## src/rtl/cmd_bus_master.sv

```systemverilog
// Single-outstanding command-bus master: routes host register accesses to one of
// 2**HOST_ADDR_BITS_FOR_SEL slave channels. Optional slave-ack timeout via CMD_MASTER_TIMEOUT_EN.
module cmd_bus_master #(
  parameter int HOST_ADDR_BITS         = 32,
  parameter int HOST_ADDR_BITS_FOR_SEL = 1,
  parameter int HOST_DATA_BITS         = 32,
  parameter int TIMEOUT_CYCLES         = 256
) (
  input  logic                                                 tb_cmd_clk,
  input  logic                                                 tb_cmd_srst,
  input  logic                                                 i_host_sel,
  input  logic                                                 i_host_rd_wr_n,
  input  logic [HOST_ADDR_BITS-1:0]                            i_host_byte_addr,
  input  logic [HOST_DATA_BITS-1:0]                            i_host_wdata,
  output logic                                                 o_host_ack,
  output logic [HOST_DATA_BITS-1:0]                            o_host_rdata,
  output logic [(2**HOST_ADDR_BITS_FOR_SEL)-1:0]               o_cmd_sel,
  output logic                                                 o_cmd_rd_wr_n,
  output logic [HOST_ADDR_BITS-HOST_ADDR_BITS_FOR_SEL-1:0]     o_cmd_addr,
  output logic [HOST_DATA_BITS-1:0]                            o_cmd_wdata,
  input  logic [(2**HOST_ADDR_BITS_FOR_SEL)-1:0]               i_cmd_ack,
  input  logic [(2**HOST_ADDR_BITS_FOR_SEL)*HOST_DATA_BITS-1:0] i_cmd_rdata,
  output logic                                                 o_cmd_err
);

  localparam int NUM_SLAVES    = 2**HOST_ADDR_BITS_FOR_SEL;
  localparam int SEL_W         = HOST_ADDR_BITS_FOR_SEL;
  localparam int CMD_ADDR_BITS = HOST_ADDR_BITS - HOST_ADDR_BITS_FOR_SEL;

  typedef enum logic [1:0] {IDLE, REQ, WAIT, DONE} state_t;

  state_t                     r_state;
  state_t                     w_next_state;
  logic [SEL_W-1:0]           r_idx;
  logic                       r_rd_wr_n;
  logic [CMD_ADDR_BITS-1:0]   r_addr;
  logic [HOST_DATA_BITS-1:0]  r_wdata;
  logic [HOST_DATA_BITS-1:0]  r_host_rdata;
  logic [HOST_DATA_BITS-1:0]  w_slave_rdata [NUM_SLAVES];
  logic                       w_sel_ack;
  logic                       w_load;
  logic                       w_capture;
  logic                       w_timeout;

  for (genvar k = 0; k < NUM_SLAVES; k++) begin : g_rdata_split
    assign w_slave_rdata[k] = i_cmd_rdata[k*HOST_DATA_BITS +: HOST_DATA_BITS];
  end

  // Only the addressed slave's ack can complete a transaction.
  assign w_sel_ack = i_cmd_ack[r_idx];

`ifdef CMD_MASTER_TIMEOUT_EN
  localparam int TMO_W = $clog2(TIMEOUT_CYCLES + 1);
  localparam logic [HOST_DATA_BITS+31:0] DEAD_EXT = {{HOST_DATA_BITS{1'b0}}, 32'hDEAD_BEEF};

  logic [TMO_W-1:0]          r_tmo_cnt;
  logic                      r_err;
  logic [HOST_DATA_BITS-1:0] w_dead;

  assign w_dead    = DEAD_EXT[HOST_DATA_BITS-1:0];
  assign w_timeout = (r_state == WAIT) && !w_sel_ack &&
                     (r_tmo_cnt == TMO_W'(TIMEOUT_CYCLES - 1));
  assign o_cmd_err = r_err;

  always_ff @(posedge tb_cmd_clk or negedge tb_cmd_srst) begin
    if (!tb_cmd_srst) begin
      r_tmo_cnt <= '0;
      r_err     <= 1'b0;
    end else begin
      if (r_state == WAIT) r_tmo_cnt <= r_tmo_cnt + TMO_W'(1);
      else                 r_tmo_cnt <= '0;
      if (w_timeout)       r_err     <= 1'b1;
    end
  end
`else
  assign w_timeout = 1'b0;
  assign o_cmd_err = 1'b0;
`endif

  always_ff @(posedge tb_cmd_clk or negedge tb_cmd_srst) begin
    if (!tb_cmd_srst) r_state <= IDLE;
    else              r_state <= w_next_state;
  end

  always_comb begin
    w_next_state = r_state;
    w_load       = 1'b0;
    w_capture    = 1'b0;
    case (r_state)
      IDLE: begin
        if (i_host_sel) begin
          w_load       = 1'b1;
          w_next_state = REQ;
        end
      end
      REQ: begin
        if (w_sel_ack) begin
          w_capture    = 1'b1;
          w_next_state = DONE;
        end else begin
          w_next_state = WAIT;
        end
      end
      WAIT: begin
        if (w_sel_ack) begin
          w_capture    = 1'b1;
          w_next_state = DONE;
        end else if (w_timeout) begin
          w_next_state = DONE;
        end
      end
      DONE:    w_next_state = IDLE;
      default: w_next_state = IDLE;
    endcase
  end

  // Request fields are latched once in IDLE and held until the next request.
  always_ff @(posedge tb_cmd_clk or negedge tb_cmd_srst) begin
    if (!tb_cmd_srst) begin
      r_idx        <= '0;
      r_rd_wr_n    <= 1'b0;
      r_addr       <= '0;
      r_wdata      <= '0;
      r_host_rdata <= '0;
    end else begin
      if (w_load) begin
        r_idx     <= i_host_byte_addr[HOST_ADDR_BITS-1 -: SEL_W];
        r_rd_wr_n <= i_host_rd_wr_n;
        r_addr    <= i_host_byte_addr[CMD_ADDR_BITS-1:0];
        r_wdata   <= i_host_wdata;
      end
      if (w_capture && r_rd_wr_n) begin
        r_host_rdata <= w_slave_rdata[r_idx];
      end
`ifdef CMD_MASTER_TIMEOUT_EN
      if (w_timeout) begin
        r_host_rdata <= w_dead;
      end
`endif
    end
  end

  assign o_host_ack    = (r_state == DONE);
  assign o_host_rdata  = r_host_rdata;
  assign o_cmd_sel     = (r_state == REQ) ? (NUM_SLAVES'(1) << r_idx) : '0;
  assign o_cmd_rd_wr_n = r_rd_wr_n;
  assign o_cmd_addr    = r_addr;
  assign o_cmd_wdata   = r_wdata;

endmodule

```

## config.mk

```make
export PLATFORM = sky130hd
export DESIGN_NAME = cmd_bus_master
export DESIGN_NICKNAME = d
export VERILOG_FILES = /design/src/rtl/cmd_bus_master.sv
export SDC_FILE = /design/constraint.sdc
export NUM_CORES = 1
export LEC_CHECK = 0
export ABC_AREA = 1
export CAP_MARGIN = 20
export CORE_ASPECT_RATIO = 0.8
export CORE_MARGIN = 1.5
export CORE_UTILIZATION = 40
export DETAILED_ROUTE_END_ITERATION = 8
export GPL_TIMING_DRIVEN = 0
export PLACE_DENSITY_LB_ADDON = 0.2
export SYNTH_ARGS = -nofsm -noshare
export SYNTH_HDL_FRONTEND = slang
export SYNTH_SLANG_ARGS = --single-unit
```

## constraint.sdc

```tcl
create_clock -name tb_cmd_clk -period 1.7 [get_ports tb_cmd_clk]
set_input_delay 0.17 -clock tb_cmd_clk [delete_from_list [all_inputs] [get_ports tb_cmd_clk]]
set_output_delay 0.17 -clock tb_cmd_clk [all_outputs]
set_load 0.005 [all_outputs]
```

# Yosys cells after proc, flatten, opt, wreduce, memory -nomap -nowiden
# Index checks and enable logic that the tools add are counted.
# totals
word_cells	33
ff_bits	99
input_bits	134
# classes
n_bitwise	1
muxes	14
n_reduce_logical	4
n_eq_ne	5
shifts	1
magnitude_cmp	2
# ops
cell	count
$mux W32	3
$pmux W2 S4	1
$mux W1	7
$mux W2	3
$eq A2 B2 Y1 const B	2
$ne A2 B2 Y1 const B	2
$eq A2 B1 Y1 const B	1
$ge A2 B2 Y1 const B	1
$logic_not A2 Y1	1
$lt A1 B2 Y1 const B	1
$not A1 Y2	1
$reduce_and A2 Y1	1
$reduce_or A2 Y1	1
$shl A1 B1 Y2 const A	1
$logic_and A1 B1 Y1	1

# Longest topological paths before layout
# logic_depth
depth_word	5
ltp_mapped	7

# Worst setup path after synthesis
# No wires, ideal clock.
# synth_timing
kind	flip-flop to flip-flop
start	reg r_state[0]
end	reg r_addr[0], in the netlist o_cmd_addr[0]
required_ns	1.575
setup_slack_ns	0.205
arrival_time_ns	1.370
period_less_slack_ns	1.495
setup_ns	0.125
stages_incl_launch_ff	7
path_cell_list	dfrtp_1 inv_1 ha_1 nand2_1 buf_6 buf_6 mux2_4
# synth_between
elab_chain_cells	2
# synth_rtl
element	line_no	rtl
from (decl)	32	state_t r_state;
from (signal assigned)	82	else r_state <= w_next_state;
$logic_not A2 Y1	89	case (r_state)
$mux W1	89	
to (signal assigned)	129	r_addr <= i_host_byte_addr[CMD_ADDR_BITS-1:0];
to (decl)	36	logic [CMD_ADDR_BITS-1:0] r_addr;
# No other way between the ends.
# A chain may end at the register's enable or synchronous reset.

# Worst setup path after layout
# layout_timing
start	reg r_state[1]
end	reg r_wdata[22], in the netlist o_cmd_wdata[22]
# layout_between
elab_chain_cells	2
# layout_rtl
element	line_no	rtl
$logic_not A2 Y1	89	
$mux W1	89	
to (signal assigned)	130	r_wdata <= i_host_wdata;
to (decl)	37	logic [HOST_DATA_BITS-1:0] r_wdata;
# No other way between the ends.

==> results.md <==
* Status: finished clean
* M3 GR Usage at 6.19%
* Dpl ws at 0.0250 ns
* Max-cap violations at 0
* Yosys cell types at 26
* DRT antenna net count at 0
* Critical path data required time at 1.92 ns
* Initial antenna violation count at 0
* Worst Setup End Kind: flip-flop
* Syn avg cell area at 13.1 µm²
* Worst-Skew Late Latency at 0.33 ns
* Yosys reg bits at 99
* Final core occ at 68.3%
* Cell Area, Synth at 4570 µm²
* FF-to-FF Start: r_state[1]$_DFFE_PN0P_
* Clock power share at 16.4%
* Fin crit share at 97.3%
* Area Overhead vs Synth at 64.1%
* Max-slew headroom at 55.3%
* Cells on worst reg2reg path at 7
* First-pass GRT wire length at 19100 µm
* Hold_ws at 0.415 ns
* Hold Path Class: primary input to asynchronous set/reset pin
* Main synth FF type: dfrtp_1
* Synth area leaders: dfrtp_1, mux2_4, o21ai_2, mux2_2, nand2_2
* Vias in the first global route at 3768
* Arrival @ worst endpoint at 1.87 ns
* Setup-failing EPs final at 0
* Worst-Margin Slew at 0.670 ns
* # diodes at 0
* Total CTS buffers at 9
* Post-DR vias/cell at 4.69
* Clk slew on worst S/H paths at 0.07 ns
* Initial Util at 41.6%
* Gr usage total at 20.2%
* EDFF count, synth at 0
* Syn_nets at 487
* Final min period at 1.65 ns
* Final TNS setup at 0 ns
* Flop pwr share at 32.3%
* Setup ws final at 0.0464 ns
* I/O pins at 234
* Post-synth ARST share at 100%
* Layout cells sized above 1 at 27.9%
* Number of remaining DRC errors at 0
* Die Span X at 122 µm
* Share of the synthesized area in the top cell type at 54.2%
* Total grt overflow at 0
* Critical Path Start Type: flip-flop
* Setup repair after global routing missed its margin: yes
* Row Count at 34
* Pwr Density at 1780 nW/µm²
* Synth Warn # at 0
* Clock H-tree levels at 3
* Core area at 11000 µm²
* Die Ht at 98.6 µm
* Final RePlAce weighted congestion at 0.739
* Port bufs at 232
* Largest net degree at the start of global routing at 52
* Clk buf depth at 2
* Root Buffer: clkbuf_16
* GRT Max-Usage Layer: met2
* Worst vdd ir at 0.819 mV
* Wirelength per Cell at 16.2 µm
* Largest area contributor in the synthesized netlist: dfrtp_1
* Synth Instances at 348
* Grt met2 use at 35.8%
* R2r setup slk at 0.05 ns
* Post-DP HPWL at 9000 µm
* Crit-path max FO at 10
* Net Sw Frac at 31.4%
* DR pass1 iterations at 4
* CTS Sinks at 99
* Slew Limit Fails at 0
* Routed via count at 3499
* Clk_skew at 0.00697 ns
* Final hold vios at 0
* Leak pwr at 3.27 nW
* Sequential share of the synthesized area at 54.2%
* Reg-to-reg endpoint: o_cmd_wdata[22]$_DFFE_PN0P_
* Net switching power at 0.00418 W
* CTS tree: yes
* Pwr Total at 0.0133 W
* Nets@finish at 737
* Fmax at 605 MHz
* Initial drt markers at 102
* FILL cells at 843
* Combinational share of power at 51.2%
* Die area at 12100 µm²
* Setup CP Type: flip-flop to flip-flop
* Met1 Use GR at 24.0%
* Pint at 0.00913 W
* Post-Route WL at 12100 µm
## synthesized netlist by cell type, types with 6 or more instances
master / count
dfrtp_1: 99
mux2_4: 38
o21ai_2: 32
o21ai_0: 31
nand2_2: 29
or2_1: 27
mux2_2: 20
nand2_1: 14
buf_6: 12
inv_1: 6
mux2_1: 6
## area by class of cell
| class | instances | area, µm² | share of cell area, % |
|---|---|---|---|
| plain buffers | 20 | 194 | 2.59 |
| flip-flops and latches | 99 | 2480 | 33.1 |
| multi-input cells | 220 | 1900 | 25.3 |
| repair buffers | 240 | 2400 | 32.0 |
| clock buffers | 10 | 229 | 3.06 |
| well taps | 144 | 180 | 2.40 |
| clock inverters | 5 | 85.1 | 1.14 |
| inverters | 8 | 32.5 | 0.434 |
## critical path, stage by stage (launching register included)
cell and delay [ns]:
dfrtp_1 0.38, inv_2 0.06, buf_4 0.14, ha_1 0.20, nand2_2 0.11, buf_6 0.16
buf_8 0.17, mux2_4 0.31
## placed cells by master, fill, tap and decap left out, types with 2 or more instances in the layout
master,n
buf_4,7
buf_6,8
buf_8,3
bufinv_16,2
clkbuf_1,6
clkbuf_16,9
clkbuf_4,2
clkdlybuf4s50_1,228
dfrtp_1,98
dlygate4sd2_1,3
ha_1,4
inv_1,5
inv_6,2
mux2_1,6
mux2_2,20
mux2_4,38
nand2_1,13
nand2_2,30
nand3_1,4
nor2_1,3
o21ai_0,31
o21ai_2,32
or2_1,27
or2_2,5
## routing by layer
layer  vias to the layer above  part of all wire, %  wire [µm]
li1                       1663                    -          -
met4                         0                  1.1        137
met1                      1705                   41       4900
met3                        15                  7.1        861
met5                         -                    0          0
met2                       116                   51       6170
## per-stage QoR
| stage | std cells | cell area, µm² |
|---|---|---|
| floorplan | 348 | 4570 |
| global placement | 724 | 7070 |
| detailed placement | 725 | 7090 |
| CTS | 742 | 7440 |
| global route | 746 | 7490 |
| finish | 746 | 7490 |
## worst max-delay path by stage
stage                                        endpoint  slack, ns  cells past startpoint                    from
final                     o_cmd_wdata[22]$_DFFE_PN0P_       0.05                      7  r_state[1]$_DFFE_PN0P_
after global routing      o_cmd_wdata[22]$_DFFE_PN0P_      -0.02                      7  r_state[1]$_DFFE_PN0P_
after CTS                 o_cmd_wdata[22]$_DFFE_PN0P_       0.01                      7  r_state[1]$_DFFE_PN0P_
after detailed placement  o_cmd_wdata[16]$_DFFE_PN0P_       0.02                      6  r_state[0]$_DFFE_PN0P_
after global placement      o_cmd_addr[0]$_DFFE_PN0P_      -3.28                      1             tb_cmd_srst
after floorplan             o_cmd_addr[0]$_DFFE_PN0P_       0.20                      6  r_state[0]$_DFFE_PN0P_
## cells by family (layout without fill, tap and decap cells)
logic type,after synthesis,count (layout),synth area share (%)
other cells,1,1,0.0821
compound gates,66,66,9.92
simple gates,84,84,10.9
mux,64,64,18.9
buf+inv,29,283,4.58
fa+ha+maj,5,5,1.37
flops,99,99,54.2
## state kept, by name, summed over array words and instances (netlist names)
name / count
o_host_rdata: 32
o_cmd_wdata: 32
r_idx: 1
r_state: 2
o_cmd_addr: 31
o_cmd_rd_wr_n: 1
## what timing repair did
item / in CTS / in global routing
buffers inserted: 2 / 3
resized for setup: 7 / 8
hold buffers: 1 / 0
hold endpoints to repair: 48 / 0
endpoints found under the setup margin: 2 / 50
pin swaps: 0 / 1
cloned: 0 / 1
## power by group through the flow
| stage | clock network (W) | registers [W] | logic [W] |
|---|---|---|---|
| 2_1_floorplan | 0 | 0.00436 | 0.00327 |
| 3_3_place_gp | 0 | 0.00424 | 0.00661 |
| 3_5_place_dp | 0 | 0.00431 | 0.00676 |
| 4_1_cts | 0.00223 | 0.00431 | 0.00683 |
| 5_1_grt | 0.00233 | 0.00445 | 0.00736 |
| 6_report | 0.00218 | 0.00431 | 0.00682 |
(Power assumes the default switching activity.)
